**config.mk**
```make
export PLATFORM = sky130hd
export DESIGN_NAME = pipeline_stall_controller
export DESIGN_NICKNAME = d
export VERILOG_FILES = /design/src/rtl/pipeline_stall_controller.sv
export SDC_FILE = /design/constraint.sdc
export NUM_CORES = 1
export LEC_CHECK = 0
export ABC_AREA = 1
export BUFFER_PORTS_ARGS = -buffer_cell sky130_fd_sc_hd__buf_2
export CORE_UTILIZATION = 25
export DETAILED_ROUTE_END_ITERATION = 10
export PLACE_DENSITY = 0.4
export SLEW_MARGIN = 0
export SYNTH_ARGS = -nofsm -noshare
export SYNTH_HDL_FRONTEND = slang
export SYNTH_SLANG_ARGS = --single-unit
```
**constraint.sdc**
```tcl
create_clock -name CLK -period 2.7 [get_ports CLK]
set_input_delay 0.135 -clock CLK [delete_from_list [all_inputs] [get_ports CLK]]
set_output_delay 0.135 -clock CLK [all_outputs]
set_load 0.005 [all_outputs]
```
**src/rtl/pipeline_stall_controller.sv**
```systemverilog
// Pipeline stall/flush controller for the RV32IM 5-stage core.
// Optional perf counters: define STALL_PERF_COUNTERS_EN.
module pipeline_stall_controller #(
  parameter int MULDIV_LATENCY = 32,
  parameter int CNT_WIDTH      = 6
) (
  input  logic        CLK,
  input  logic        RESET,
  input  logic        LU_HAZARD,
  input  logic        BRANCH_TAKEN_EX,
  input  logic        MULDIV_EX,
  input  logic        DMEM_BUSY,
  output logic        PC_WRITE_EN,
  output logic        IF_ID_WRITE_EN,
  output logic        IF_ID_FLUSH,
  output logic        ID_EX_WRITE_EN,
  output logic        ID_EX_BUBBLE,
  output logic        EX_MEM_WRITE_EN,
  output logic        EX_MEM_BUBBLE,
  output logic        MEM_WB_BUBBLE,
  output logic        MULDIV_BUSY
`ifdef STALL_PERF_COUNTERS_EN
  ,
  output logic [31:0] STALL_CYCLES,
  output logic [31:0] LU_STALLS,
  output logic [31:0] MULDIV_STALLS
`endif
);

  typedef enum logic [1:0] {
    RUN,
    MD_BUSY,
    MD_RELEASE
  } state_t;

  localparam logic [CNT_WIDTH-1:0] CNT_LOAD =
    CNT_WIDTH'(MULDIV_LATENCY - 1);
  localparam logic [CNT_WIDTH-1:0] CNT_ONE =
    CNT_WIDTH'(1);

  state_t               state;
  state_t               state_nxt;
  logic [CNT_WIDTH-1:0] cnt;
  logic [CNT_WIDTH-1:0] cnt_nxt;

  logic md_stall;
  logic rule_rst;
  logic rule_dm;
  logic rule_md;
  logic rule_br;
  logic rule_lu;

  assign md_stall = ((state == RUN) && MULDIV_EX)
                 || (state == MD_BUSY);

  assign rule_rst = RESET;
  assign rule_dm  = !RESET && DMEM_BUSY;
  assign rule_md  = !RESET && !DMEM_BUSY && md_stall;
  assign rule_br  = !RESET && !DMEM_BUSY && !md_stall
                 && BRANCH_TAKEN_EX;
  assign rule_lu  = !RESET && !DMEM_BUSY && !md_stall
                 && !BRANCH_TAKEN_EX && LU_HAZARD;

  assign MULDIV_BUSY = !RESET && (state == MD_BUSY);

  // State and latency counter registers
  always_ff @(posedge CLK) begin
    state <= state_nxt;
    cnt   <= cnt_nxt;
  end

  // Next state; the unit free-runs through memory waits
  always_comb begin
    state_nxt = state;
    cnt_nxt   = cnt;
    if (RESET) begin
      state_nxt = RUN;
      cnt_nxt   = '0;
    end else begin
      unique case (state)
        RUN: begin
          if (MULDIV_EX && !DMEM_BUSY) begin
            state_nxt = MD_BUSY;
            cnt_nxt   = CNT_LOAD;
          end
        end
        MD_BUSY: begin
          if (cnt == CNT_ONE) begin
            state_nxt = MD_RELEASE;
            cnt_nxt   = '0;
          end else begin
            cnt_nxt = cnt - CNT_ONE;
          end
        end
        MD_RELEASE: begin
          if (!DMEM_BUSY) state_nxt = RUN;
        end
        default: begin
          state_nxt = RUN;
          cnt_nxt   = '0;
        end
      endcase
    end
  end

  // Pipeline register controls, one active rule at a time
  always_comb begin
    PC_WRITE_EN     = 1'b1;
    IF_ID_WRITE_EN  = 1'b1;
    IF_ID_FLUSH     = 1'b0;
    ID_EX_WRITE_EN  = 1'b1;
    ID_EX_BUBBLE    = 1'b0;
    EX_MEM_WRITE_EN = 1'b1;
    EX_MEM_BUBBLE   = 1'b0;
    MEM_WB_BUBBLE   = 1'b0;
    unique case (1'b1)
      rule_rst: begin
        IF_ID_FLUSH   = 1'b1;
        ID_EX_BUBBLE  = 1'b1;
        EX_MEM_BUBBLE = 1'b1;
        MEM_WB_BUBBLE = 1'b1;
      end
      rule_dm: begin
        PC_WRITE_EN     = 1'b0;
        IF_ID_WRITE_EN  = 1'b0;
        ID_EX_WRITE_EN  = 1'b0;
        EX_MEM_WRITE_EN = 1'b0;
        MEM_WB_BUBBLE   = 1'b1;
      end
      rule_md: begin
        PC_WRITE_EN    = 1'b0;
        IF_ID_WRITE_EN = 1'b0;
        ID_EX_WRITE_EN = 1'b0;
        EX_MEM_BUBBLE  = 1'b1;
      end
      rule_br: begin
        IF_ID_FLUSH  = 1'b1;
        ID_EX_BUBBLE = 1'b1;
      end
      rule_lu: begin
        PC_WRITE_EN    = 1'b0;
        IF_ID_WRITE_EN = 1'b0;
        ID_EX_BUBBLE   = 1'b1;
      end
      default: begin
      end
    endcase
  end

`ifdef STALL_PERF_COUNTERS_EN
  // Stall statistics, cleared and frozen by reset
  always_ff @(posedge CLK) begin
    if (RESET) begin
      STALL_CYCLES  <= '0;
      LU_STALLS     <= '0;
      MULDIV_STALLS <= '0;
    end else begin
      if (!PC_WRITE_EN) STALL_CYCLES <= STALL_CYCLES + 32'd1;
      if (rule_lu) LU_STALLS <= LU_STALLS + 32'd1;
      if (rule_md) MULDIV_STALLS <= MULDIV_STALLS + 32'd1;
    end
  end
`endif

endmodule

```
* Word level (Yosys, flattened, before mapping)
Index checks and enable logic that the tools add are counted.
** Operators by class
- Add/sub/neg operators :: 1
- Equality and inequality tests :: 6
- Multiplexer cells :: 14
- Bitwise logic cells :: 1
- Reductions and logical operators :: 24
** Operator list (count)
- one-hot mux 6 bit (3 select lines) :: 1
- 2-to-1 mux 6 bit :: 2
- logical AND 1 bit :: 10
- OR reduction 2 bit :: 4
- 2-to-1 mux 1 bit :: 7
- equality test 6 x 1 -> 1 bit, second input constant :: 1
- 2-to-1 mux 2 bit :: 3
- one-hot mux 2 bit (3 select lines) :: 1
- OR reduction 3 bit :: 2
- subtractor 6 x 1 -> 6 bit, second input constant :: 1
- zero test 1 bit :: 4
- inequality test 2 x 1 -> 1 bit, second input constant :: 2
- AND reduction 3 bit :: 1
- equality test 2 x 1 -> 1 bit, second input constant :: 1
- equality test 2 bit, second input constant :: 1
- zero test 2 bit :: 1
- inequality test 2 bit, second input constant :: 1
- AND reduction 2 bit :: 1
- logical OR 1 bit :: 1
- NOT 1 bit :: 1
** Word-level totals
- Register bits :: 8
- Input bits :: 6
- Output and inout bits :: 9
- Logic and storage cells :: 48

* Logic depth before layout (Yosys ltp)
- Depth after elaboration :: 9
- Depth in mapped cells :: 9
- Gate-level depth less buffers :: 9

* Worst setup path after synthesis
Ideal clock, no wire load.
- Path kind :: reg-to-output
- Start point :: register state[1]
- End point :: output port PC_WRITE_EN
- Data arrival time :: 0.987 ns
- Data required time :: 2.565 ns
- Slack :: 1.578 ns
- Cell stages (with the launch flop) :: 9
- Path buffers :: 1
- Cell sequence :: dfxtp_1 -> inv_2 -> o21ai_2 -> nand3_1 -> nor2_1 -> nand2_1 -> inv_1 -> nor2_1 -> buf_4
** On the way
- Longest elaborated chain between the ends :: 9
- Elaborated cells on any way between the ends :: 11
- Those cells by class :: eq/ne (1); mux (1); reduce/logical (9)
** RTL lines
- start, declared :: line 41 : state_t state;
- start signal, assigned :: line 68 : state <= state_nxt;
- zero test 2 bit :: line 53 : assign md_stall = ((state == RUN) && MULDIV_EX)
- logical AND 1 bit :: line 53
- logical OR 1 bit (*) :: line 54 : || (state == MD_BUSY);
- zero test 1 bit :: line 61 : assign rule_lu = !RESET && !DMEM_BUSY && !md_stall
- logical AND 1 bit :: line 61
- logical AND 1 bit (2 in a row) :: line 62 : && !BRANCH_TAKEN_EX && LU_HAZARD;
- OR reduction 3 bit (no source line) (*)
- 2-to-1 mux 1 bit (*)
- end, declared :: line 13 : output logic PC_WRITE_EN,
Mark *: on every way between the ends. The rest lies on a longest branch, timed or not.

* Worst setup path in the final report
- Start point :: register state[0]
- End point :: output port ID_EX_BUBBLE
** On the way
- Longest elaborated chain between the ends :: 9
- Elaborated cells on any way between the ends :: 11
- Those cells by class :: eq/ne (1); mux (1); reduce/logical (9)
** RTL lines
- zero test 2 bit :: line 53
- logical AND 1 bit :: line 53
- logical OR 1 bit (*) :: line 54
- zero test 1 bit (*) :: line 59, 61
- logical AND 1 bit (*) :: line 59, 61
- logical AND 1 bit (2 in a row) :: line 62
- OR reduction 3 bit (no source line) (*)
- 2-to-1 mux 1 bit (*) :: line 116 : unique case (1'b1)
- end, declared :: line 17 : output logic ID_EX_BUBBLE,
Marks and branches as above.

==> key figures <==
Critical path
  – CP Launch Type: flop
  – R2r setup slk: 1.49 ns
  – Critical Path Fanout Max: 4
  – RR Endpoint: cnt[3]$_SDFFE_PP0P_
  – Worst setup path endpoint: ID_EX_BUBBLE
  – Worst Path Class, Setup: flop to output port
  – CP startpoint: state[0]$_SDFFE_PP0P_
  – Critical Path AT: 1.34 ns
  – Worst flop-to-flop path startpoint: cnt[2]$_SDFFE_PP0P_
  – Path depth of the worst reg2reg path: 8
  – Worst Path Required: 2.57 ns
  – Worst setup EP type: output port

Drt
  – Vias: 565
  – DRC viols: 0
  – Routed WL per cell: 9.338 µm
  – Antenna Nets Post-Route: 0
  – Number of DRC markers in iteration 0: 8
  – Drt pass-1 iters: 4
  – DRT Wirelength: 1214 µm
  – Via density: 4.346

Timing
  – Worst hold slack: 0.1878 ns
  – Minimum clock period: 1.475 ns
  – Final Hold Fails: 0
  – Max Clk Rate: 678.1 MHz
  – Setup violators final: 0
  – Final Skew: 0.002068 ns
  – Period utilization: 0.5462
  – Final TNS setup: 0 ns
  – Rel. slew slack: 0.8157
  – Final Slew Violations: 0
  – RSZ-0062 raised after global routing: false
  – Final WS setup: 1.225 ns
  – Worst-Margin Slew: 0.2754 ns

Synth
  – Synth Register Bits: 8
  – Ys Warns: 0
  – Mapped Nets: 96
  – Sequential cell area fraction in the yosys report: 0.2844
  – Synth Instances: 88
  – Synth cell types: 24
  – Mapped Area: 563.0 µm²
  – Avg Cell Area, Syn: 6.398 µm²

GRT
  – Remaining Overflow, GRT: 0
  – All-layer global routing usage: 0.1133
  – Pin count of the biggest net entering global routing: 11
  – Global-route wire length before repair: 2145 µm
  – Vias in the first global route: 510
  – Initial antenna violation count: 0

Pwr
  – Internal power: 0.2214 mW
  – Register share of total power: 0.416
  – Net Switching: 0.1148 mW
  – Clock network power share: 0.280
  – Lkg Pwr: 0.3142 nW
  – Combinational power share: 0.304
  – Peak supply drop: 0.2610 mV
  – Pwr dens: 496.7 nW/µm²
  – Sw Share: 0.3415

CTS
  – # H-tree levels: 1
  – CTS Root Cell: clkbuf_4
  – PostCTS Resize Cnt: 0
  – Worst-path clk slew: 0.06 ns
  – TritonCTS clock tree: built
  – Worst-Skew Late Latency: 0.26 ns
  – Clock Path Buffers: 2
  – Clock sink total: 8
  – Post-CTS setup buffers: 0
  – Hold buffers post-CTS: 0
  – CTS Buf Count: 3

Placement
  – Hpwl dp: 955.4 µm
  – Final RePlAce weighted congestion: 0.7317
  – Pre-CTS setup slack: 1.489 ns
  – PortBufs: 14

Die
  – Ports: 15
  – Die area: 2446 µm²
  – Core Rows: 16
  – Die Width: 49.46 µm
  – Chip height: 49.46 µm
  – Core area: 2042 µm²
  – Starting Density: 0.2757

Worst hold path
  – Min-delay worst type: primary input to flop

Cells and area
  – N_diodes: 0
  – Fin nets: 113
  – Share of cells above drive strength 1: 0.2913
  – Area delta synth->final: 20.22%
  – # fillers: 235

Flow run
  – Max Cap Violations: 0

Run status
  – Status: complete, no violations
## cells in the final DEF, fill, tap and decap left out, drive strengths merged, types with 2 or more instances in the layout
master and instances:
inv 12, buf 14, dfxtp 8, ha 2, nand3 5, a21oi 8, nand2 29, nor2 9
o21ai 7, clkbuf 3
## Yosys cell counts (all sizes together)
cell type	count	share of area
nand2	29	0.20
inv	12	0.080
nor2	9	0.091
a21oi	8	0.084
dfxtp	8	0.28
o21ai	7	0.069
nand3	5	0.053
buf	2	0.022
ha	2	0.044
nand3b	1	0.013
nand4	1	0.011
nor3	1	0.0089
o21bai	1	0.013
or2	1	0.011
xnor2	1	0.016
## worst min path at each step
stage / start / end / cells after the start / slack (ns)
2_1_floorplan: DMEM_BUSY / state[1]$_SDFFE_PP0P_ / 2 / 0.30
3_3_place_gp: RESET / cnt[3]$_SDFFE_PP0P_ / 2 / 0.46
3_5_place_dp: RESET / cnt[4]$_SDFFE_PP0P_ / 2 / 0.46
6_report: RESET / cnt[4]$_SDFFE_PP0P_ / 2 / 0.19
4_1_cts: RESET / cnt[4]$_SDFFE_PP0P_ / 2 / 0.19
5_1_grt: DMEM_BUSY / state[1]$_SDFFE_PP0P_ / 3 / 0.22
## critical path, cell delays in order, from the launching register on
cell     delay (ns)
dfxtp_1        0.44
o21ai_2        0.11
nand3_1        0.09
nor2_1         0.05
nand2_1        0.05
inv_1          0.04
or2_1          0.19
buf_2          0.12
## cell families after synthesis
| group | after synthesis | synth area share |
|---|---|---|
| AOI/OAI and AO/OA | 16 | 0.1667 |
| DFF | 8 | 0.2844 |
| adders and majority gates | 2 | 0.04444 |
| xor gates and xnor gates | 1 | 0.01556 |
| buffers and inverters | 14 | 0.1022 |
| and+or+nand+nor | 47 | 0.3867 |
## sequential cells by signal, summed over array words and instances (netlist names)
signal  flops
cnt         6
state       2
## through the flow
stage | util | power, mW | instances | area [µm²]
after floorplan | - | 0.2190 | 88 | 563.0
after global placement | 0.3205 | 0.2482 | 127 | 654.4
after detailed placement | 0.3205 | 0.2455 | 127 | 654.4
after CTS | 0.3315 | 0.3417 | 130 | 676.9
after global routing | 0.3315 | 0.3646 | 130 | 676.9
final | 0.3315 | 0.3362 | 130 | 676.9
## final cells by class
class,count,area [µm²],area share
Sequential cell,8,160.2,0.2366
Tap cell,27,33.78,0.04991
Multi-Input combinational cell,66,345.3,0.5102
Inverter,12,45.04,0.06654
Timing Repair Buffer,14,70.07,0.1035
Clock buffer,3,22.52,0.03327
## layer usage
| metal | wire [µm] | global-route usage |
|---|---|---|
| met3 | 69 | 0.04630 |
| met2 | 525 | 0.1895 |
| met5 | 0 | 0 |
| met4 | 0 | 0.02857 |
| met1 | 618 | 0.1336 |
## power groups by stage
| stage | clock (mW) | combinational (mW) | sequential, mW |
|---|---|---|---|
| floorplan | 0 | 0.0789 | 0.140 |
| CTS | 0.0982 | 0.104 | 0.140 |
| detailed placement | 0 | 0.103 | 0.143 |
| global placement | 0 | 0.105 | 0.143 |
| global route | 0.106 | 0.116 | 0.142 |
| finish | 0.0941 | 0.102 | 0.140 |
Power figures use the tool's default switching activity.
